$ cat src/rtl/stage_ctrl.sv
// stage_ctrl: multi-cycle instruction sequencer.
// Steps each instruction through FETCH, DECODE, EXEC, MEM and WB. Owns the
// PC, the imem/dmem request handshakes, the retired-instruction counter and
// the sticky halt-on-fault flags (illegal opcode, memory ack timeout).
module stage_ctrl #(
  parameter logic [31:0] RESET_PC    = 32'h0000_0000,
  parameter int unsigned MEM_TIMEOUT = 255
) (
  input  logic        clk,
  input  logic        reset,
  output logic        imem_req_o,
  input  logic        imem_ack_i,
  input  logic [31:0] imem_data_i,
  output logic [31:0] pc_o,
  output logic [31:0] ir_o,
  output logic [2:0]  stage_o,
  output logic        dmem_req_o,
  output logic        dmem_we_o,
  input  logic        dmem_ack_i,
  output logic        wd_q_o,
  output logic [31:0] retire_cnt_o,
  output logic        illegal_o,
  output logic        timeout_o
);

  typedef enum logic [2:0] {
    S_FETCH  = 3'd0,
    S_DECODE = 3'd1,
    S_EXEC   = 3'd2,
    S_MEM    = 3'd3,
    S_WB     = 3'd4,
    S_HALT   = 3'd7
  } stage_e;

  localparam logic [6:0] OP_R = 7'b0110011;
  localparam logic [6:0] OP_I = 7'b0010011;
  localparam logic [6:0] OP_S = 7'b0100011;
  localparam logic [6:0] OP_L = 7'b0000011;
  localparam logic [6:0] OP_U = 7'b0110111;

  localparam logic [7:0] WAIT_LIMIT = 8'(MEM_TIMEOUT);

  stage_e     state;
  logic [7:0] wait_cnt;
  logic [7:0] wait_next;
  logic       wait_expired;
  logic       is_store;
  logic       is_load;
  logic       is_alu;
  logic       rd_nonzero;

  // Instruction class, taken from the latched IR (stable DECODE..WB).
  assign is_store   = (ir_o[6:0] == OP_S);
  assign is_load    = (ir_o[6:0] == OP_L);
  assign is_alu     = (ir_o[6:0] == OP_R) || (ir_o[6:0] == OP_I) || (ir_o[6:0] == OP_U);
  assign rd_nonzero = (ir_o[11:7] != 5'd0);

  // One more waiting cycle would reach the limit: give up on the ack.
  assign wait_next    = wait_cnt + 8'd1;
  assign wait_expired = (wait_next == WAIT_LIMIT);

  // Handshake outputs are pure decodes of the state register.
  // NOTE: FETCH is also the reset state, so the fetch request is gated by the
  // reset input itself to keep it low while reset is held.
  assign stage_o    = state;
  assign imem_req_o = reset && (state == S_FETCH);
  assign dmem_req_o = (state == S_MEM);
  assign dmem_we_o  = (state == S_MEM) && is_store;

  // Sequencer: stage transitions, PC/IR/counter updates, fault flags, WB strobe.
  // NOTE: all sequential state uses non-blocking assignments so every branch
  // reads the pre-edge values, independent of statement order.
  always_ff @(posedge clk or negedge reset) begin
    if (!reset) begin
      state        <= S_FETCH;
      pc_o         <= RESET_PC;
      ir_o         <= 32'd0;
      retire_cnt_o <= 32'd0;
      illegal_o    <= 1'b0;
      timeout_o    <= 1'b0;
      wait_cnt     <= 8'd0;
      wd_q_o       <= 1'b0;
    end else begin
      wd_q_o <= 1'b0;
      case (state)
        S_FETCH: begin
          if (imem_ack_i) begin
            ir_o     <= imem_data_i;
            wait_cnt <= 8'd0;
            state    <= S_DECODE;
          end else if (wait_expired) begin
            timeout_o <= 1'b1;
            wait_cnt  <= 8'd0;
            state     <= S_HALT;
          end else begin
            wait_cnt <= wait_next;
          end
        end
        S_DECODE: begin
          if (is_alu || is_store || is_load) begin
            state <= S_EXEC;
          end else begin
            illegal_o <= 1'b1;
            state     <= S_HALT;
          end
        end
        S_EXEC: begin
          if (is_store || is_load) begin
            state <= S_MEM;
          end else begin
            wd_q_o <= rd_nonzero;
            state  <= S_WB;
          end
        end
        S_MEM: begin
          if (dmem_ack_i) begin
            wd_q_o   <= is_load && rd_nonzero;
            wait_cnt <= 8'd0;
            state    <= S_WB;
          end else if (wait_expired) begin
            timeout_o <= 1'b1;
            wait_cnt  <= 8'd0;
            state     <= S_HALT;
          end else begin
            wait_cnt <= wait_next;
          end
        end
        S_WB: begin
          pc_o         <= pc_o + 32'd4;
          retire_cnt_o <= retire_cnt_o + 32'd1;
          state        <= S_FETCH;
        end
        S_HALT: begin
          state <= S_HALT;
        end
        default: begin
          state <= S_HALT;
        end
      endcase
    end
  end

endmodule

$ cat config.mk
export PLATFORM = sky130hd
export DESIGN_NAME = stage_ctrl
export DESIGN_NICKNAME = d
export VERILOG_FILES = /design/src/rtl/stage_ctrl.sv
export SDC_FILE = /design/constraint.sdc
export NUM_CORES = 1
export LEC_CHECK = 0
export ABC_AREA = 1
export BUFFER_PORTS_ARGS = -buffer_cell sky130_fd_sc_hd__buf_2
export CELL_PAD_IN_SITES_DETAIL_PLACEMENT = 0
export CELL_PAD_IN_SITES_GLOBAL_PLACEMENT = 1
export CORE_MARGIN = 4
export CORE_UTILIZATION = 39
export DETAILED_ROUTE_END_ITERATION = 12
export PLACE_DENSITY = 0.88
export SYNTH_ARGS = -nofsm -noshare
export SYNTH_HDL_FRONTEND = slang
export SYNTH_SLANG_ARGS = --single-unit
$ cat constraint.sdc
create_clock -name clk -period 1.8 [get_ports clk]
set_clock_uncertainty 0.1 [all_clocks]
set_input_delay 0.27 -clock clk [delete_from_list [all_inputs] [get_ports clk]]
set_output_delay 0.27 -clock clk [all_outputs]
set_load 0.02 [all_outputs]
==> impl_metrics.toml <==
[pwr]
pwr-share-clk = 0.445
cellPowerDensity_mw_per_mm2 = 614
switching_share = 0.240
leakage_nw = 3.90
internal-power_mw = 3.45
power_mw = 4.54
p_sw_mw = 1.09
p_seq_frac = 0.534
p_comb_frac = 0.021
ir_worst_vdd_v = 0.000405

[finish]
insertedDiodeCount = 0
final_util = 0.524
regArea_mm2 = 0.00271
multiInputGateArea_mm2 = 0.00284
stdcell_count = 1088
finalNetCount = 943
nFillCells = 1433
drive_above_1_share = 0.301
stdcell_area_mm2 = 0.00739
area_growth_pct = 29.4

[cts]
cts_tree = "yes"
path_clk_slew_ps = 90
cts_buffers = 9
clkSinkCount = 108
ctsLongestPathBuffers = 2
cts_root_buffer = "clkbuf_16"
clkLatencyLatePin_ps = 360
htreeDepth = 3

[floorplanning]
die_h_um = 129
start_util = 0.405
pin_count = 141
fp-row-count = 43
dieWidth_um = 129
core_mm2 = 0.0141
dieArea_mm2 = 0.0166

[synth]
avgSynthCellArea_um2 = 7.97
postSynthCellCount = 716
synthMuxAreaShare = 0.0592
synth_simple_gate_area_frac = 0.336
ys.flop_type = "dfrtp_1"
ys_ff_latch = 108
ys_seq_area_frac = 0.473
synth_adder_area_share = 0.00877
synth_top_family_by_area = "simple AND/OR/NAND/NOR gates"
syn-cell-area_mm2 = 0.00571
synth-compound-area-share = 0.0149
synth_area_leader_cell = "dfrtp_1"
synth.area.top_cells = "dfrtp_1, nand2_1, nor2_1"
ys_top_cells_by_count = "nand2_1, dfrtp_1, nor2_1"
yosysWarnings = 0
synthArstFlopShare = 1.00
yosysMostFrequentCell = "nand2_1"
synth.distinct_cells = 30
synth-xor-area-share = 0.0598
synth_edf_count = 0
synth_top_area_share = 0.473

[placement]
placed_area_mm2 = 0.00681
dpl.hpwl_um = 11200
placed_cells = 1051
numPortBuffers = 138
gp_congestion = 0.853

[worst_setup_path]
cp-start-kind = "flip-flop"
r2r-end = "retire_cnt_o[21]"
worst_ep_arrival_time_ps = 1390
rrSetupSlack_ps = 70
crit_fanout = 4
ff2ff_path_depth = 8
crit_required_ps = 1430
critPathKind = "reg -> out"
cp-end-kind = "output port"
r2r-start = "stage_o[2]"

[min_path]
hold_class = "in -> reg"
hp-start = "imem_data_i[22]"
hold-path-cell-count = 2
hold_end = "ir_o[22]"

[timing]
whs_ps = 33.9
timing.final.crit_period_ps = 1760
tightestPinTransition_ps = 599
relSlewSlack = 0.601
min_period_over_period = 0.978
setup_viol = 0
max_freq_mhz = 568
slew_violations = 0
hold_viol = 0

[global_route]
first_global_vias = 4940
grt_pass1_wl_um = 24300
grt_max_degree = 109
grt_overflow = 0
grt_usage = 0.184
antenna_found_initial = 0

[route]
totalWireLength_um = 15200
wl_per_cell_um = 14.0
dr_total_vias = 5224
drc = 0
ant_nets = 0
viasPerCell = 4.80
first_iter_violations = 258
dr.pass1.iters = 4

[job]
drv_cap = 0

[run_status]
status = "complete, no violations"
==> cells in the final DEF (no fill, tap or decap), drive strengths merged <==
| cell | instances |
|---|---|
| buf | 183 |
| xor2 | 22 |
| nor2 | 107 |
| clkbuf | 9 |
| dfrtp | 108 |
| conb | 2 |
| o21ai | 12 |
| and3b | 1 |
| nand3 | 35 |
| dlygate4sd3 | 1 |
| inv | 63 |
| ha | 4 |
| xnor2 | 17 |
| nand2 | 266 |
| nor3 | 19 |
| nand4 | 10 |
| a21oi | 2 |
| clkinvlp | 1 |
| nand3b | 10 |
| clkinv | 2 |
| o21bai | 1 |
| nor4 | 2 |
| mux2 | 30 |
| a22oi | 1 |
==> cell type report <==
cell class	instances	area share
sequential	108	0.367
inverter	59	0.0300
multi-input combinational	541	0.385
clock buffer	9	0.0305
tap	180	0.0305
clock inverter	7	0.0105
timing repair buffer	184	0.147
==> per-stage QoR <==
stage	TNS, ps	setup slack, ps
floorplan	0	3.95
global placement	0	84.6
detailed placement	0	20.5
CTS	-16.5	-16.5
global route	-91.3	-32.2
finish	0	38.8
==> layer usage <==
metal  up-vias  track usage  routed length [um]  part of all wire
li1       2633            -                   -                 -
met1      2474        0.251                7070              0.46
met2        92        0.292                7260              0.48
met3        25       0.0303                 529             0.035
met4         0       0.0723                 349             0.023
met5         -            0                   0                 0
==> power groups by stage <==
stage / Combinational [mW] / Sequential [mW] / Clock (mW)
global route: 0.112 / 2.42 / 2.16
global placement: 0.0977 / 2.47 / 0
detailed placement: 0.0987 / 2.47 / 0
floorplan: 0.00908 / 2.47 / 0
finish: 0.0958 / 2.42 / 2.02
CTS: 0.101 / 2.42 / 2.06
==> worst max-delay path, cell delays in order (launching register included) <==
cell     delay, ps
dfrtp_1        410
nor3_1         190
nand2_1        100
nor3_2         170
buf_4          170
==> state kept, by name, summed over array words and instances, names as in the netlist <==
register      cells
pc_o             30
ir_o             32
retire_cnt_o     32
wait_cnt          8
timeout_o         1
illegal_o         1
stage_o           3
wd_q_o            1
==> worst max-delay path by stage <==
| stage | cells after the start | slack (ps) | endpoint | start |
|---|---|---|---|---|
| floorplan | 5 | 4 | dmem_we_o | stage_o[2] |
| global placement | 8 | 80 | retire_cnt_o[24] | retire_cnt_o[0] |
| detailed placement | 8 | 20 | retire_cnt_o[20] | retire_cnt_o[0] |
| CTS | 8 | -20 | pc_o[27] | stage_o[2] |
| global route | 4 | -30 | dmem_we_o | ir_o[4] |
| finish | 4 | 40 | dmem_we_o | ir_o[4] |
==> kinds of logic (layout without fill, tap and decap cells) <==
family,Yosys count,in the layout
and+or+nand+nor,449,450
other,1,2
buffers and inverters,69,259
DFF,108,108
xor gates and xnor gates,39,39
adders and majority gates,4,4
AOI/OAI and AO/OA,16,16
muxes,30,30
==> timing repair <==
item,CTS,global route
hold buffers,1,0
gates cloned,0,1
endpoints found under the setup margin,2,38
gates resized for setup,8,30
pin swaps,2,14
endpoints found under the hold margin,108,0
buffers inserted,4,15
(Power assumes the default switching activity.)
